$ cat config.mk
export PLATFORM = sky130hd
export DESIGN_NAME = insn_buffer_aligner
export DESIGN_NICKNAME = d
export VERILOG_FILES = /design/src/rtl/insn_buffer_aligner.sv
export SDC_FILE = /design/constraint.sdc
export NUM_CORES = 1
export LEC_CHECK = 0
export ABC_AREA = 1
export BUFFER_PORTS_ARGS = -buffer_cell sky130_fd_sc_hd__buf_2
export CAP_MARGIN = 10
export CORE_ASPECT_RATIO = 1.5
export CORE_UTILIZATION = 46
export DETAILED_ROUTE_END_ITERATION = 8
export PLACE_DENSITY = 0.68
export SYNTH_ARGS = -nofsm -noshare
export SYNTH_HDL_FRONTEND = slang
export SYNTH_SLANG_ARGS = --single-unit
$ cat constraint.sdc
create_clock -name clk -period 3.7 [get_ports clk]
set_input_delay 0.555 -clock clk [delete_from_list [all_inputs] [get_ports clk]]
set_output_delay 0.555 -clock clk [all_outputs]
set_load 0.1 [all_outputs]
$ cat src/rtl/insn_buffer_aligner.sv
// Halfword instruction buffer between fetch and decode: stores fetch words as
// halfword entries and presents one aligned 16-bit or 32-bit instruction per cycle.
module insn_buffer_aligner #(
  parameter int ENTRY_COUNT = 4
) (
  input  logic                         clk,
  input  logic                         rst_n,
  input  logic                         flush,
  input  logic                         push_valid,
  output logic                         push_ready,
  input  logic [31:0]                  push_pc,
  input  logic                         push_fault,
  input  logic [31:0]                  push_data,
  output logic                         out_valid,
  input  logic                         out_ready,
  output logic [31:0]                  out_pc,
  output logic [31:0]                  out_insn,
  output logic                         out_compressed,
  output logic                         out_fault,
  output logic [$clog2(ENTRY_COUNT):0] entry_count
);

  localparam int IW = $clog2(ENTRY_COUNT);
  localparam int PW = IW + 1;
  localparam logic [PW-1:0] READY_MAX = PW'(ENTRY_COUNT - 2);
  localparam logic [PW:0]   COUNT_MAX = (PW + 1)'(ENTRY_COUNT);

  typedef struct packed {
    logic [31:0] pc;
    logic        fault;
    logic [15:0] insn;
  } entry_t;

  entry_t        mem [ENTRY_COUNT];
  logic [PW-1:0] rd_ptr;
  logic [PW-1:0] wr_ptr;
  logic [PW-1:0] count;
  logic [PW-1:0] rd_ptr_1;
  logic [PW-1:0] wr_ptr_1;
  entry_t        h0;
  entry_t        h1;
  logic          h0_short;
  logic          push_fire;
  logic          pop_fire;
  logic [PW-1:0] push_n;
  logic [PW-1:0] pop_n;
  logic [PW-1:0] push_amt;
  logic [PW-1:0] pop_amt;
  logic [PW:0]   nxt_count;

  assign count    = wr_ptr - rd_ptr;
  assign rd_ptr_1 = rd_ptr + PW'(1);
  assign wr_ptr_1 = wr_ptr + PW'(1);

  // H1 index wraps naturally through the low pointer bits, so no bubble at the seam
  assign h0 = mem[rd_ptr[IW-1:0]];
  assign h1 = mem[rd_ptr_1[IW-1:0]];

  // A faulted halfword is delivered alone, like a compressed instruction
  assign h0_short   = h0.fault | (h0.insn[1:0] != 2'b11);

  assign push_ready = (count <= READY_MAX);
  assign out_valid  = !flush & ((count >= PW'(2)) | ((count == PW'(1)) & h0_short));
  assign push_fire  = push_valid & push_ready & !flush;
  assign pop_fire   = out_valid & out_ready;

  assign push_n   = push_pc[1] ? PW'(1) : PW'(2);
  assign pop_n    = h0_short ? PW'(1) : PW'(2);
  assign push_amt = push_fire ? push_n : '0;
  assign pop_amt  = pop_fire ? pop_n : '0;

  assign nxt_count   = {1'b0, count} + {1'b0, push_amt} - {1'b0, pop_amt};
  assign entry_count = count;

  always_comb begin
    out_pc         = 32'h0;
    out_insn       = 32'h0;
    out_compressed = 1'b0;
    out_fault      = 1'b0;
    if (out_valid) begin
      out_pc = h0.pc;
      if (h0.fault) begin
        out_compressed = 1'b1;
        out_fault      = 1'b1;
      end else if (h0_short) begin
        out_insn       = {16'h0, h0.insn};
        out_compressed = 1'b1;
      end else begin
        out_insn  = {h1.insn, h0.insn};
        out_fault = h1.fault;
      end
    end
  end

  always_ff @(posedge clk or negedge rst_n) begin
    if (!rst_n) begin
      rd_ptr <= '0;
      wr_ptr <= '0;
    end else if (flush) begin
      rd_ptr <= '0;
      wr_ptr <= '0;
    end else begin
      wr_ptr <= wr_ptr + push_amt;
      rd_ptr <= rd_ptr + pop_amt;
    end
  end

  // Storage is deliberately not reset; validity lives entirely in the pointers
  always_ff @(posedge clk) begin
    if (push_fire) begin
      if (push_pc[1]) begin
        mem[wr_ptr[IW-1:0]] <= {push_pc, push_fault, push_data[31:16]};
      end else begin
        mem[wr_ptr[IW-1:0]]   <= {push_pc, push_fault, push_data[15:0]};
        mem[wr_ptr_1[IW-1:0]] <= {push_pc + 32'd2, push_fault, push_data[31:16]};
      end
    end
  end

  a_no_overflow: assert property (@(posedge clk) disable iff (!rst_n)
    flush || (nxt_count <= COUNT_MAX));
  a_no_underflow: assert property (@(posedge clk) disable iff (!rst_n)
    !pop_fire || (pop_n <= count));

endmodule
==> summary.md <==
| Metric | Value |
|---|---|
| Result of the run | complete, no violations |
| Finished Core Util | 56.66% |
| Non-filler cells, final | 1,734 |
| RePlAce Congestion | 0.8683 |
| Leakage | 5.817 nW |
| Final wirelength | 31,890 µm |
| Post-synth top flop | edfxtp_1 |
| Share of cells above drive strength 1 | 18.41% |
| CTS Buffer Depth | 3 |
| Clk Latency, worst-skew pair | 500 ps |
| Die H | 194.4 µm |
| Residual DRC | 0 |
| Dpl cells | 1,693 |
| Post-DP HPWL | 21,100 µm |
| Clk slew on worst S/H paths | 70 ps |
| Seq cells post-synth | 202 |
| I/O pins | 141 |
| Crit start category | register |
| Vias in the first global route | 9,444 |
| Clock net sink count | 202 |
| Die area | 0.02533 mm² |
| Pint | 0.004586 W |
| Synth async-reset ratio | 2.970% |
| RSZ-0062 raised after global routing | no |
| Drt pass-1 iters | 5 |
| CTS tree | built |
| Sequential share of the synthesized area | 53.16% |
| Top cell type's share of synthesized area | 51.83% |
| Core box area | 0.02435 mm² |
| Gate Count Post-Synth | 1,325 |
| Avg Cell Area, Syn | 8.570 µm² |
| Total global routing overflow | 0 |
| Die width | 130.3 µm |
| Final hold viol count | 0 |
| Final instance area | 0.01380 mm² |
| Cell Area, Placed | 0.01311 mm² |
| Peak supply drop | 0.0003659 V |
| Flop pwr share | 37.0% |
| Hold_ws | 269.6 ps |
| Most instantiated cells after synthesis | 378 x nand2_1, 196 x edfxtp_1, 156 x nor2_1, 100 x inv_1, 85 x clkbuf_1 |
| Final setup violation count | 0 |
| Max Fanout on Critical Path | 25 |
| First-pass GRT wire length | 49,300 µm |
| Worst Hold Depth | 1 |
| Top cells by area, synth | edfxtp_1 52%, nand2_1 12%, nor2_1 5.2% |
| Max Cap Viol | 0 |
| CP Data Required Time | 3140 ps |
| Logic gate share of total power | 35.8% |
| Least-Margin Pin Slew | 645.1 ps |
| # nets final | 1,470 |
| Worst setup EP type | primary output |
| Crit path arrival time | 2940 ps |
| Mapped cell area | 0.01135 mm² |
| Area grow syn2layout | 21.50% |
| CTS Buf Count | 20 |
| Final ANT Viol Nets | 0 |
| Yosys Warn Count | 0 |
| Row cnt | 70 |
| Initial antenna violation count | 3 |
| Clock Skew | 14.43 ps |
| Worst relative slew slack | 56.89% |
| Clk pwr share | 27.2% |
| Initial drt markers | 726 |
| Initial Util | 46.63% |
| Dominant cell by count in the synthesized netlist | nand2_1 |
| Maximum clock frequency | 0.2864 GHz |
| R2R cell count | 11 |
| Clk root buf | clkbuf_16 |
| Tot GR Track Use | 25.75% |
| Final min period | 3491 ps |
| Wirelength per Cell | 18.39 µm |
| Vias | 9,523 |
| Port bufs | 140 |
| Mapped Nets | 1,402 |
| Hold WC Path Type | primary input to register |
| Yosys cell types | 38 |
| Switching Fraction | 37.56% |
| H-tree depth | 1 |
| Sw power | 0.002759 W |
| Period utilization | 94.36% |
| Area leader, netlist | edfxtp_1 |
| Largest net degree at the start of global routing | 50 |
| Number of synthesized flops with an enable pin | 196 |
| Crit path kind | register to primary output |
| Slew Limit Fails | 0 |
| Via density | 5.492 |
| Power per cell area | 532.3 mW/mm² |
| Setup TNS | 0 ps |
==> repair_timing <==
item / CTS / global route
gates resized for setup: 1 / 2
setup buffers: 0 / 1
hold buffers: 1 / 0
endpoints found under the hold margin: 6 / 0
endpoints found under the setup margin: 12 / 50
==> layout by cell type (no fill, tap or decap), types with 21 or more instances in the layout <==
master       n
nand2_1    374
edfxtp_1   196
nor2_1     156
inv_1      100
nand3_1     82
o21ai_0     75
buf_2       73
buf_12      69
o22ai_1     59
buf_4       28
o21ai_1     25
clkbuf_16   21
==> flip-flops by register name (all words and copies together), names as in the netlist <==
name    count
rd_ptr      3
wr_ptr      3
mem       196
==> metrics by stage <==
stage / total power [W] / setup slack, ps
final: 0.007344 / 208.6
after global routing: 0.007591 / 37.61
after CTS: 0.007342 / 57.10
after detailed placement: 0.005377 / 466.8
after global placement: 0.005346 / 497.0
after floorplan: 0.004521 / 57.30
==> critical path: stages, from the launching register on <==
cell	delay [ps]
dfrtp_1	400
inv_1	80
ha_1	190
fa_1	410
inv_1	120
nand3_1	90
nand2_1	160
nand2_1	180
inv_2	80
nand2_1	60
nand2_2	90
buf_6	240
nor2_1	130
buf_12	200
==> cells by family after synthesis <==
group | after synthesis | synth area share [%]
fa+ha+maj | 7 | 0.9697
xor+xnor | 13 | 1.003
simple gates | 652 | 24.57
compound gates | 210 | 11.13
flops | 202 | 53.16
buf+inv | 241 | 9.168
==> power by group through the flow <==
stage                     Sequential, W  Combinational [W]  Clock [W]
after CTS                       0.00272            0.00262    0.00200
final                           0.00272            0.00263    0.00200
after global routing            0.00273            0.00278    0.00208
after global placement          0.00277            0.00258          0
after detailed placement        0.00277            0.00261          0
after floorplan                 0.00276            0.00176          0
==> path summary, 6_finish.rpt <==
check                           slack (ps)    endpoint  startpoint
worst max register to register         530  mem[1][10]   wr_ptr[0]
min in group asynchronous              420   rd_ptr[1]       rst_n
worst min register to register         590   rd_ptr[2]   rd_ptr[2]
max in group asynchronous             3110   rd_ptr[0]       rst_n
worst max-delay path                   210   out_fault   wr_ptr[0]
worst min-delay path                   270  mem[0][17]  push_pc[0]
==> layer usage <==
layer / track usage, % / vias to the layer above / routed length, µm
li1: - / 4527 / -
met1: 28.77 / 4454 / 11300
met2: 46.36 / 439 / 16820
met3: 2.560 / 103 / 2155
met4: 15.29 / 0 / 1626
met5: 0 / - / 0
==> cell type report <==
| type | count | area [µm²] |
|---|---|---|
| Inverter | 114 | 427.9 |
| Tap cell | 324 | 405.4 |
| Antenna cell | 3 | 7.507 |
| Clock inverter | 7 | 67.56 |
| Multi-Input combinational cell | 882 | 4295 |
| Clock buffer | 29 | 565.5 |
| Fill cell | 2165 | 10550 |
| Sequential cell | 202 | 6037 |
| Timing Repair Buffer | 173 | 1989 |
No activity file was read; power rests on OpenSTA's default activity.
